<file path="src/rtl/ps2_kbd_pkg.sv">
// Shared constants for the PS/2 keyboard transmitter: scan codes, one-hot
// state encoding and the frame-bit selector.
package ps2_kbd_pkg;

    localparam logic [7:0]  SC_BREAK  = 8'hF0;
    localparam logic [7:0]  SC_LSHIFT = 8'h12;
    localparam int unsigned FRAME_LEN = 11;
    localparam logic [3:0]  LAST_BIT  = 4'(FRAME_LEN - 1);

    typedef logic [3:0] state_t;

    localparam state_t ST_IDLE   = 4'b0001;
    localparam state_t ST_BIT_HI = 4'b0010;
    localparam state_t ST_BIT_LO = 4'b0100;
    localparam state_t ST_GAP    = 4'b1000;

    // Line value for position idx of an 11-bit frame: start, 8 data LSB first, odd parity, stop.
    function automatic logic frame_bit(input logic [7:0] data, input logic [3:0] idx);
        logic bit_v;
        case (idx)
            4'd0:    bit_v = 1'b0;
            4'd1:    bit_v = data[0];
            4'd2:    bit_v = data[1];
            4'd3:    bit_v = data[2];
            4'd4:    bit_v = data[3];
            4'd5:    bit_v = data[4];
            4'd6:    bit_v = data[5];
            4'd7:    bit_v = data[6];
            4'd8:    bit_v = data[7];
            4'd9:    bit_v = ~^data;
            default: bit_v = 1'b1;
        endcase
        return bit_v;
    endfunction

endpackage

</file>
<file path="src/rtl/ps2_kbd_tx_ascii_to_scancode.sv">
// Combinational ASCII to Set-2 make-code lookup for digits and letters;
// uppercase letters reuse the lowercase code and flag the need for shift.
module ascii_to_scancode
    import ps2_kbd_pkg::*;
(
    input  logic [7:0] ascii,
    output logic [7:0] code,
    output logic       shifted,
    output logic       valid
);

    logic       w_is_upper;
    logic [7:0] w_lower;

    assign w_is_upper = (ascii >= 8'h41) && (ascii <= 8'h5A);
    assign w_lower    = w_is_upper ? (ascii | 8'h20) : ascii;
    assign shifted    = w_is_upper;

    // Lookup on the case-folded character.
    always_comb begin
        code  = 8'h00;
        valid = 1'b1;
        case (w_lower)
            8'h31: code = 8'h16;
            8'h32: code = 8'h1E;
            8'h33: code = 8'h26;
            8'h34: code = 8'h25;
            8'h35: code = 8'h2E;
            8'h36: code = 8'h36;
            8'h37: code = 8'h3D;
            8'h38: code = 8'h3E;
            8'h39: code = 8'h46;
            8'h30: code = 8'h45;
            8'h61: code = 8'h1C;
            8'h62: code = 8'h32;
            8'h63: code = 8'h21;
            8'h64: code = 8'h23;
            8'h65: code = 8'h24;
            8'h66: code = 8'h2B;
            8'h67: code = 8'h34;
            8'h68: code = 8'h33;
            8'h69: code = 8'h43;
            8'h6A: code = 8'h3B;
            8'h6B: code = 8'h42;
            8'h6C: code = 8'h4B;
            8'h6D: code = 8'h3A;
            8'h6E: code = 8'h31;
            8'h6F: code = 8'h44;
            8'h70: code = 8'h4D;
            8'h71: code = 8'h15;
            8'h72: code = 8'h2D;
            8'h73: code = 8'h1B;
            8'h74: code = 8'h2C;
            8'h75: code = 8'h3C;
            8'h76: code = 8'h2A;
            8'h77: code = 8'h1D;
            8'h78: code = 8'h22;
            8'h79: code = 8'h35;
            8'h7A: code = 8'h1A;
            default: begin
                code  = 8'h00;
                valid = 1'b0;
            end
        endcase
    end

endmodule

</file>
<file path="src/rtl/ps2_kbd_tx.sv">
// Device-side PS/2 keyboard: turns key events into Set-2 byte sequences and
// shifts them out as 11-bit frames with the device generating ps2_clk.
module ps2_kbd_tx
    import ps2_kbd_pkg::*;
#(
    parameter int unsigned CLK_DIV = 2500
) (
    input  logic       clk,
    input  logic       rst,
    input  logic       ev_valid,
    input  logic [7:0] ev_ascii,
    input  logic       ev_release,
    output logic       ev_ready,
    output logic       ps2_clk,
    output logic       ps2_dat,
    output logic       busy,
    output logic       err_unmapped
);

    localparam int unsigned      CNT_W     = $clog2(2 * CLK_DIV);
    localparam logic [CNT_W-1:0] HALF_LAST = CNT_W'(CLK_DIV - 1);
    localparam logic [CNT_W-1:0] GAP_LAST  = CNT_W'(2 * CLK_DIV - 1);

    state_t           r_state;
    state_t           w_state_nxt;
    logic [CNT_W-1:0] r_cnt;
    logic [3:0]       r_bit_idx;
    logic [3:0]       w_bit_idx_nxt;
    logic [1:0]       r_byte_idx;
    logic [1:0]       w_byte_idx_nxt;
    logic [2:0]       r_nbytes;
    logic [2:0]       w_nbytes;
    logic [3:0][7:0]  r_seq;
    logic [3:0][7:0]  w_seq;
    logic             r_ev_ready;
    logic             r_ps2_clk;
    logic             r_ps2_dat;
    logic             r_busy;
    logic             r_err;
    logic             w_ps2_clk_nxt;
    logic             w_ps2_dat_nxt;
    logic [7:0]       w_code;
    logic             w_shifted;
    logic             w_map_valid;
    logic             w_accept;
    logic             w_start;
    logic             w_half_done;
    logic             w_gap_done;
    logic             w_last_bit;
    logic             w_more_bytes;
    logic [2:0]       w_byte_cnt_nxt;
    logic [3:0]       w_bit_idx_inc;

    ascii_to_scancode u_map (
        .ascii   (ev_ascii),
        .code    (w_code),
        .shifted (w_shifted),
        .valid   (w_map_valid)
    );

    assign w_accept       = ev_valid && r_ev_ready && (r_state == ST_IDLE);
    assign w_start        = w_accept && w_map_valid;
    assign w_half_done    = (r_cnt == HALF_LAST);
    assign w_gap_done     = (r_cnt == GAP_LAST);
    assign w_last_bit     = (r_bit_idx == LAST_BIT);
    assign w_byte_cnt_nxt = {1'b0, r_byte_idx} + 3'd1;
    assign w_more_bytes   = (w_byte_cnt_nxt < r_nbytes);
    assign w_bit_idx_inc  = r_bit_idx + 4'd1;

    // Byte sequence for the offered event: optional break/shift prefix and shift-release suffix.
    always_comb begin
        w_seq    = '0;
        w_nbytes = 3'd0;
        case ({w_shifted, ev_release})
            2'b00: begin
                w_seq[0] = w_code;
                w_nbytes = 3'd1;
            end
            2'b01: begin
                w_seq[0] = SC_BREAK;
                w_seq[1] = w_code;
                w_nbytes = 3'd2;
            end
            2'b10: begin
                w_seq[0] = SC_LSHIFT;
                w_seq[1] = w_code;
                w_nbytes = 3'd2;
            end
            2'b11: begin
                w_seq[0] = SC_BREAK;
                w_seq[1] = w_code;
                w_seq[2] = SC_BREAK;
                w_seq[3] = SC_LSHIFT;
                w_nbytes = 3'd4;
            end
            default: begin
                w_seq    = '0;
                w_nbytes = 3'd0;
            end
        endcase
    end

    // State, counters, sequence buffer and registered outputs.
    always_ff @(posedge clk or negedge rst) begin
        if (!rst) begin
            r_state    <= ST_IDLE;
            r_cnt      <= '0;
            r_bit_idx  <= 4'd0;
            r_byte_idx <= 2'd0;
            r_nbytes   <= 3'd0;
            r_seq      <= '0;
            r_ev_ready <= 1'b0;
            r_ps2_clk  <= 1'b1;
            r_ps2_dat  <= 1'b1;
            r_busy     <= 1'b0;
            r_err      <= 1'b0;
        end else begin
            r_state    <= w_state_nxt;
            r_cnt      <= ((w_state_nxt != r_state) || (r_state == ST_IDLE)) ? '0 : r_cnt + CNT_W'(1);
            r_bit_idx  <= w_bit_idx_nxt;
            r_byte_idx <= w_byte_idx_nxt;
            if (w_start) begin
                r_seq    <= w_seq;
                r_nbytes <= w_nbytes;
            end else begin
                r_seq    <= r_seq;
                r_nbytes <= r_nbytes;
            end
            r_ev_ready <= (w_state_nxt == ST_IDLE);
            r_ps2_clk  <= w_ps2_clk_nxt;
            r_ps2_dat  <= w_ps2_dat_nxt;
            r_busy     <= (w_state_nxt != ST_IDLE);
            r_err      <= w_accept && !w_map_valid;
        end
    end

    // Next-state logic.
    always_comb begin
        w_state_nxt = r_state;
        case (r_state)
            ST_IDLE: begin
                if (w_start) w_state_nxt = ST_BIT_HI;
                else         w_state_nxt = ST_IDLE;
            end
            ST_BIT_HI: begin
                if (w_half_done) w_state_nxt = ST_BIT_LO;
                else             w_state_nxt = ST_BIT_HI;
            end
            ST_BIT_LO: begin
                if (w_half_done) w_state_nxt = w_last_bit ? ST_GAP : ST_BIT_HI;
                else             w_state_nxt = ST_BIT_LO;
            end
            ST_GAP: begin
                if (w_gap_done) w_state_nxt = w_more_bytes ? ST_BIT_HI : ST_IDLE;
                else            w_state_nxt = ST_GAP;
            end
            default: w_state_nxt = ST_IDLE;
        endcase
    end

    // Line and index updates; data only moves on BIT_HI entry so it is stable across the falling edge.
    always_comb begin
        w_ps2_clk_nxt  = (w_state_nxt != ST_BIT_LO);
        w_ps2_dat_nxt  = r_ps2_dat;
        w_bit_idx_nxt  = r_bit_idx;
        w_byte_idx_nxt = r_byte_idx;
        case (r_state)
            ST_IDLE: begin
                if (w_start) begin
                    w_bit_idx_nxt  = 4'd0;
                    w_byte_idx_nxt = 2'd0;
                    w_ps2_dat_nxt  = frame_bit(w_seq[0], 4'd0);
                end else begin
                    w_ps2_dat_nxt  = 1'b1;
                end
            end
            ST_BIT_HI: begin
                w_ps2_dat_nxt = r_ps2_dat;
            end
            ST_BIT_LO: begin
                if (w_half_done && !w_last_bit) begin
                    w_bit_idx_nxt = w_bit_idx_inc;
                    w_ps2_dat_nxt = frame_bit(r_seq[r_byte_idx], w_bit_idx_inc);
                end else begin
                    w_ps2_dat_nxt = r_ps2_dat;
                end
            end
            ST_GAP: begin
                if (w_gap_done && w_more_bytes) begin
                    w_bit_idx_nxt  = 4'd0;
                    w_byte_idx_nxt = w_byte_cnt_nxt[1:0];
                    w_ps2_dat_nxt  = frame_bit(r_seq[w_byte_cnt_nxt[1:0]], 4'd0);
                end else begin
                    w_ps2_dat_nxt  = 1'b1;
                end
            end
            default: begin
                w_ps2_dat_nxt  = 1'b1;
                w_bit_idx_nxt  = 4'd0;
                w_byte_idx_nxt = 2'd0;
            end
        endcase
    end

    assign ev_ready     = r_ev_ready;
    assign ps2_clk      = r_ps2_clk;
    assign ps2_dat      = r_ps2_dat;
    assign busy         = r_busy;
    assign err_unmapped = r_err;

endmodule

</file>
<file path="config.mk">
export PLATFORM = sky130hd
export DESIGN_NAME = ps2_kbd_tx
export DESIGN_NICKNAME = d
export VERILOG_FILES = /design/src/rtl/ps2_kbd_pkg.sv /design/src/rtl/ps2_kbd_tx_ascii_to_scancode.sv /design/src/rtl/ps2_kbd_tx.sv
export SDC_FILE = /design/constraint.sdc
export NUM_CORES = 1
export LEC_CHECK = 0
export BUFFER_PORTS_ARGS = -buffer_cell sky130_fd_sc_hd__buf_2
export CORE_MARGIN = 1.5
export CORE_UTILIZATION = 42
export DETAILED_ROUTE_END_ITERATION = 8
export GPL_ROUTABILITY_DRIVEN = 0
export PLACE_DENSITY = 0.6
export SLEW_MARGIN = 20
export SYNTH_ARGS = -nofsm -noshare
export SYNTH_HDL_FRONTEND = slang
export SYNTH_SLANG_ARGS = --single-unit
</file>
<file path="constraint.sdc">
create_clock -name clk -period 6.5 [get_ports clk]
set_input_delay 0.975 -clock clk [delete_from_list [all_inputs] [get_ports clk]]
set_output_delay 0.975 -clock clk [all_outputs]
set_load 0.01 [all_outputs]
</file>
# Word level (Yosys, flattened, before mapping)
# Index checks and enable logic that the tools add are counted.
# word_totals
ff_bits	63
input_bits	12
output_inout_bits	5
# op_classes
add_sub_neg	3
order_cmp	4
n_eq_ne	62
muxes	29
n_bitwise	2
reduce_logical	21
# op_table
op	count
$pmux 7 s36	1
$eq 8x7->1 const B	26
$eq 8x6->1 const B	10
$reduce_or 36->1	1
$pmux 4 s4	2
$mux 13	2
$mux 4	6
$pmux 8 s3	1
$eq 4x3->1 const B	5
$bmux 8 s2	1
$eq 4x4->1 const B	4
$mux 8	2
$add 13x1->13 const B	1
$eq 13x12->1 const B	1
$eq 13x13->1 const B	1
$eq 4x1->1 const B	3
$eq 4x2->1 const B	3
$pmux 1 s10	1
$pmux 3 s3	1
$ge 8x7->1 const B	1
$le 8x7->1 const B	1
$mux 2	4
$reduce_xnor 8->1	1
$logic_and 1x1->1	7
other kinds (25)	35

# Longest topological paths before layout
# logic_depth
word_depth	12
mapped_depth	10
mapped_depth_nobuf	9

# Cells and area by module
# From an unflattened synthesis, not the netlist that was laid out.
# hier_totals
cells_unflattened	442
area_unflattened_um2	3737.3
# modules_own_cells
module	instances	cells_each	area_each_um2	seq_area_each_um2
ps2_kbd_tx	1	295	2824.0	1179.9
ascii_to_scancode	1	147	913.4	0.0

# Worst setup path before layout
# Ideal clock, no wire load.
# synth_timing
path_kind	input to register
from	in ev_ascii[1]
to	reg r_seq[1] in the netlist's numbering
setup_time_ns	0.064
t_arrival_ns	2.870
required_ns	6.436
setup_slack_ns	3.567
cell_stages	9
n_path_buf	3
cell_sequence	buf_4 clkbuf_1 nor2_1 and3_1 or4_1 ha_1 clkbuf_1 a211oi_1 a21o_1
# synth_via
elab_chain_len	7
word_cells_on_any_way	50
cone_classes	order compare (2); eq/ne (39); mux (4); reduce/logical (5)
# synth_rtl
element	line	rtl
from (decl)	ps2_kbd_tx.sv:11	input logic [7:0] ev_ascii,
parallel branches: the longest is 7 deep, another holds $ge 8x7->1	-	
to (signal assigned)	ps2_kbd_tx.sv:123	r_seq <= w_seq;
to (signal assigned)	ps2_kbd_tx.sv:126	r_seq <= r_seq;
to (decl)	ps2_kbd_tx.sv:33	logic [3:0][7:0] r_seq;
# Parallel ways; which one is timed is not known.
# A chain may end at the register's enable or synchronous reset.

# Worst setup path in the final report
# layout_timing
from	in ev_ascii[0]
to	reg r_seq[6] in the netlist's numbering
# The elaborated chain is that of the path after synthesis.

==> impl_metrics.prom <==
# TYPE chip_impl_metric gauge
chip_impl_info{name="status",value="finished clean"} 1
chip_impl_metric{name="clk_pin_slew",unit="ns"} 0.09
chip_impl_metric{name="syn-cell-area",unit="um^2"} 3809
chip_impl_metric{name="placement_rows",unit=""} 34
chip_impl_metric{name="timing.slew.headroom",unit=""} 0.5157
chip_impl_metric{name="numCtsBuffers",unit=""} 5
chip_impl_metric{name="grt_antenna_before_repair",unit=""} 0
chip_impl_info{name="hold_path.class",value="reg2reg"} 1
chip_impl_metric{name="remaining_drc_errors",unit=""} 0
chip_impl_info{name="tritoncts",value="done"} 1
chip_impl_metric{name="hold_slack",unit="ns"} 0.4629
chip_impl_metric{name="max_slew_violation_count",unit=""} 0
chip_impl_metric{name="worst_clock_skew",unit="ns"} 0.008760
chip_impl_metric{name="total_routing_usage_gr",unit=""} 0.1886
chip_impl_metric{name="wire_length_of_the_first_global_routing_pass",unit="mm"} 14.98
chip_impl_metric{name="synth_cell_type_count",unit=""} 77
chip_impl_metric{name="hpwl",unit="mm"} 6.435
chip_impl_metric{name="postCtsSetupBuffers",unit=""} 0
chip_impl_metric{name="fin_nets",unit=""} 460
chip_impl_metric{name="cap_viol_max_count",unit=""} 0
chip_impl_metric{name="insertion_delay",unit="ns"} 0.30
chip_impl_metric{name="die_outline_area",unit="um^2"} 9648
chip_impl_metric{name="first_global_vias",unit=""} 3044
chip_impl_metric{name="power_density",unit="nW/um^2"} 144.1
chip_impl_metric{name="ys_ff_latch",unit=""} 46
chip_impl_metric{name="static-leakage-power",unit="nW"} 1.658
chip_impl_metric{name="power.share.sequential",unit=""} 0.498
chip_impl_metric{name="postSynth.asyncResetShare",unit=""} 1.000
chip_impl_info{name="ys_dominant_reg_cell",value="sky130_fd_sc_hd__dfrtp_1"} 1
chip_impl_metric{name="finalHoldViolCount",unit=""} 0
chip_impl_metric{name="summed_negative_setup_slack_over_all_endpoints",unit="ns"} 0
chip_impl_metric{name="hold_fix_buffer_count_after_cts",unit=""} 0
chip_impl_metric{name="initialDrtViolationCount",unit=""} 241
chip_impl_metric{name="synth_fp_nets",unit=""} 462
chip_impl_metric{name="core_box_area",unit="um^2"} 8763
chip_impl_metric{name="clockBufferDepth",unit=""} 2
chip_impl_metric{name="pin_count",unit=""} 17
chip_impl_metric{name="number_of_synthesis_warnings",unit=""} 0
chip_impl_metric{name="max_slew.worst_pin.slew",unit="ns"} 0.7209
chip_impl_metric{name="cp_data_required_time",unit="ns"} 6.70
chip_impl_info{name="critPathCaptureType",value="register"} 1
chip_impl_metric{name="critical_path_peak_fanout",unit=""} 23
chip_impl_metric{name="initial_util",unit=""} 0.4346
chip_impl_metric{name="io_buffer_count",unit=""} 16
chip_impl_metric{name="grt.overflow.total",unit=""} 0
chip_impl_info{name="layout.cells.most_common",value="sky130_fd_sc_hd__nor2_1"} 1
chip_impl_metric{name="antennaDiodeCount",unit=""} 0
chip_impl_info{name="critical_path.startpoint_type",value="input pin"} 1
chip_impl_metric{name="use_met2",unit=""} 0.3024
chip_impl_info{name="grt_setup_unrepaired",value="no"} 1
chip_impl_metric{name="final_layout_size_suffix_gt1_frac",unit=""} 0.1218
chip_impl_metric{name="avgSynthCellArea",unit="um^2"} 8.735
chip_impl_metric{name="maximum_number_of_pins_on_one_net_before_global_route_repair",unit=""} 47
chip_impl_metric{name="ant_nets",unit=""} 0
chip_impl_metric{name="die_x",unit="um"} 98.23
chip_impl_metric{name="post_cts.resized_instances",unit=""} 0
chip_impl_metric{name="fraction_of_met3_tracks_used_by_global_routing",unit=""} 0.02219
chip_impl_metric{name="share_comb_of_total_power",unit=""} 0.118
chip_impl_metric{name="power.ir.vdd_worst",unit="uV"} 64.99
chip_impl_metric{name="post_synthesis_sequential_area_ratio",unit=""} 0.3032
chip_impl_info{name="critPathKind",value="in2reg"} 1
chip_impl_metric{name="power_switching_share",unit=""} 0.2656
chip_impl_metric{name="fmax",unit="MHz"} 323.4
chip_impl_metric{name="groute.layer.met1.usage",unit=""} 0.2605
chip_impl_metric{name="detail_route.vias_per_cell",unit=""} 5.891
chip_impl_metric{name="cell_internal_power",unit="W"} 0.0004216
chip_impl_metric{name="netlist_instances",unit=""} 436
chip_impl_metric{name="power.switching",unit="W"} 0.0001525
chip_impl_metric{name="crit_arrival",unit="ns"} 3.29
chip_impl_metric{name="count_of_endpoints_failing_setup_in_the_final_report",unit=""} 0
chip_impl_metric{name="die_height",unit="um"} 98.23
chip_impl_info{name="cts_root_buffer",value="sky130_fd_sc_hd__clkbuf_8"} 1
chip_impl_metric{name="power.total",unit="W"} 0.0005741
chip_impl_metric{name="signed_area_change_from_the_synthesized_netlist_to_the_final_layout",unit="%"} 4.566
chip_impl_metric{name="drt-pass1-iter-count",unit=""} 7
chip_impl_metric{name="worst_setup_slack_for_register_to_register_paths",unit="ns"} 3.58
chip_impl_metric{name="postRouteWirelength",unit="mm"} 8.802
chip_impl_metric{name="period_minus_slack",unit="ns"} 3.092
chip_impl_metric{name="post_route_fraction_of_the_period_consumed_by_the_critical_path",unit=""} 0.4757
chip_impl_metric{name="pwr-share-clk",unit=""} 0.384
chip_impl_metric{name="cts_max_level",unit=""} 2
chip_impl_metric{name="routedWlPerCell",unit="um"} 16.21
chip_impl_info{name="layout_common_cells",value="sky130_fd_sc_hd__nor2_1 (44), sky130_fd_sc_hd__nand2_1 (43), sky130_fd_sc_hd__dfrtp_1 (43), sky130_fd_sc_hd__o21ai_0 (32), sky130_fd_sc_hd__inv_1 (21)"} 1
chip_impl_info{name="busiest_layer",value="met2"} 1
chip_impl_metric{name="number_of_enable_flip_flop_cells_after_synthesis",unit=""} 0
chip_impl_metric{name="routed-via-count",unit=""} 3199
chip_impl_metric{name="cts.sink_count",unit=""} 46
==> final timing paths <==
path | from | endpoint | cells after the start
worst max-delay path | ev_ascii[0] | r_seq[6] | 9
worst min-delay path | r_cnt[0] | r_cnt[0] | 1
worst max register to register | r_byte_idx[0] | r_cnt[11] | 8
worst min register to register | r_cnt[0] | r_cnt[0] | 1
max in group asynchronous | rst | r_seq[13] | 1
min in group asynchronous | rst | r_bit_idx[3] | 1
==> kinds of logic after synthesis <==
group                      after synthesis  share of synthesized area
muxes                                   12                    0.03318
buffers and inverters                   47                    0.06275
AOI/OAI and AO/OA                      120                     0.2530
adders and majority gates               15                    0.04895
DFF                                     46                     0.3032
and+or+nand+nor                        165                     0.2277
xor gates and xnor gates                31                    0.07129
==> power groups by stage <==
stage	clock network (W)	registers [W]	logic, W
CTS	0.000230	0.000286	0.0000670
floorplan	0	0.000292	0.0000456
detailed placement	0	0.000292	0.0000667
global route	0.000243	0.000286	0.0000747
finish	0.000220	0.000286	0.0000676
global placement	0	0.000292	0.0000664
==> area by class of cell <==
cell class	count	area, um^2
inverter	22	82.58
multi-input combinational	343	2415
sequential	46	1155
tap	108	135.1
timing repair buffer	16	82.58
clock buffer	5	68.82
fill	889	4781
clock inverter	3	43.79
==> critical path: stages <==
cell and delay [ns]:
sky130_fd_sc_hd__buf_2 0.24, sky130_fd_sc_hd__and2_1 0.33, sky130_fd_sc_hd__nor2_1 0.18, sky130_fd_sc_hd__nor2_1 0.06, sky130_fd_sc_hd__or4_1 0.58, sky130_fd_sc_hd__ha_1 0.39
sky130_fd_sc_hd__nor3_1 0.27, sky130_fd_sc_hd__a211oi_1 0.09, sky130_fd_sc_hd__a21o_1 0.17
==> metrics by stage <==
step	cells	worst slack [ns]	area [um^2]	utilization
floorplan	436	3.567	3809	-
global placement	535	3.169	3867	0.4413
detailed placement	535	3.106	3867	0.4413
CTS	543	3.438	3980	0.4542
global route	543	3.197	3983	0.4545
finish	543	3.408	3983	0.4545
==> synthesized netlist by cell type (8+ instances only) <==
| cell | n | share of area |
|---|---|---|
| sky130_fd_sc_hd__a21o_1 | 9 | 0.018 |
| sky130_fd_sc_hd__a21oi_1 | 9 | 0.012 |
| sky130_fd_sc_hd__a22oi_1 | 8 | 0.016 |
| sky130_fd_sc_hd__dfrtp_1 | 43 | 0.28 |
| sky130_fd_sc_hd__ha_1 | 14 | 0.046 |
| sky130_fd_sc_hd__inv_1 | 21 | 0.021 |
| sky130_fd_sc_hd__nand2_1 | 43 | 0.042 |
| sky130_fd_sc_hd__nand3_1 | 12 | 0.016 |
| sky130_fd_sc_hd__nor2_1 | 44 | 0.043 |
| sky130_fd_sc_hd__nor2b_1 | 12 | 0.020 |
| sky130_fd_sc_hd__nor3_1 | 10 | 0.013 |
| sky130_fd_sc_hd__o21ai_0 | 32 | 0.042 |
| sky130_fd_sc_hd__o31ai_1 | 8 | 0.016 |
| sky130_fd_sc_hd__xnor2_1 | 20 | 0.046 |
| sky130_fd_sc_hd__xor2_1 | 11 | 0.025 |
==> metal layers <==
layer  part of all wire  up-vias
li1                   -     1575
met1               0.46     1529
met2               0.48       83
met3              0.040       12
met4              0.017        0
met5                  0        -
==> sequential cells by signal, indices dropped and copies added, names as in the netlist <==
signal	count
r_seq	15
r_cnt	13
r_bit_idx	4
r_state	4
r_nbytes	3
r_byte_idx	2
busy	1
err_unmapped	1
ev_ready	1
ps2_clk	1
ps2_dat	1
Power figures use the tool's default switching activity.
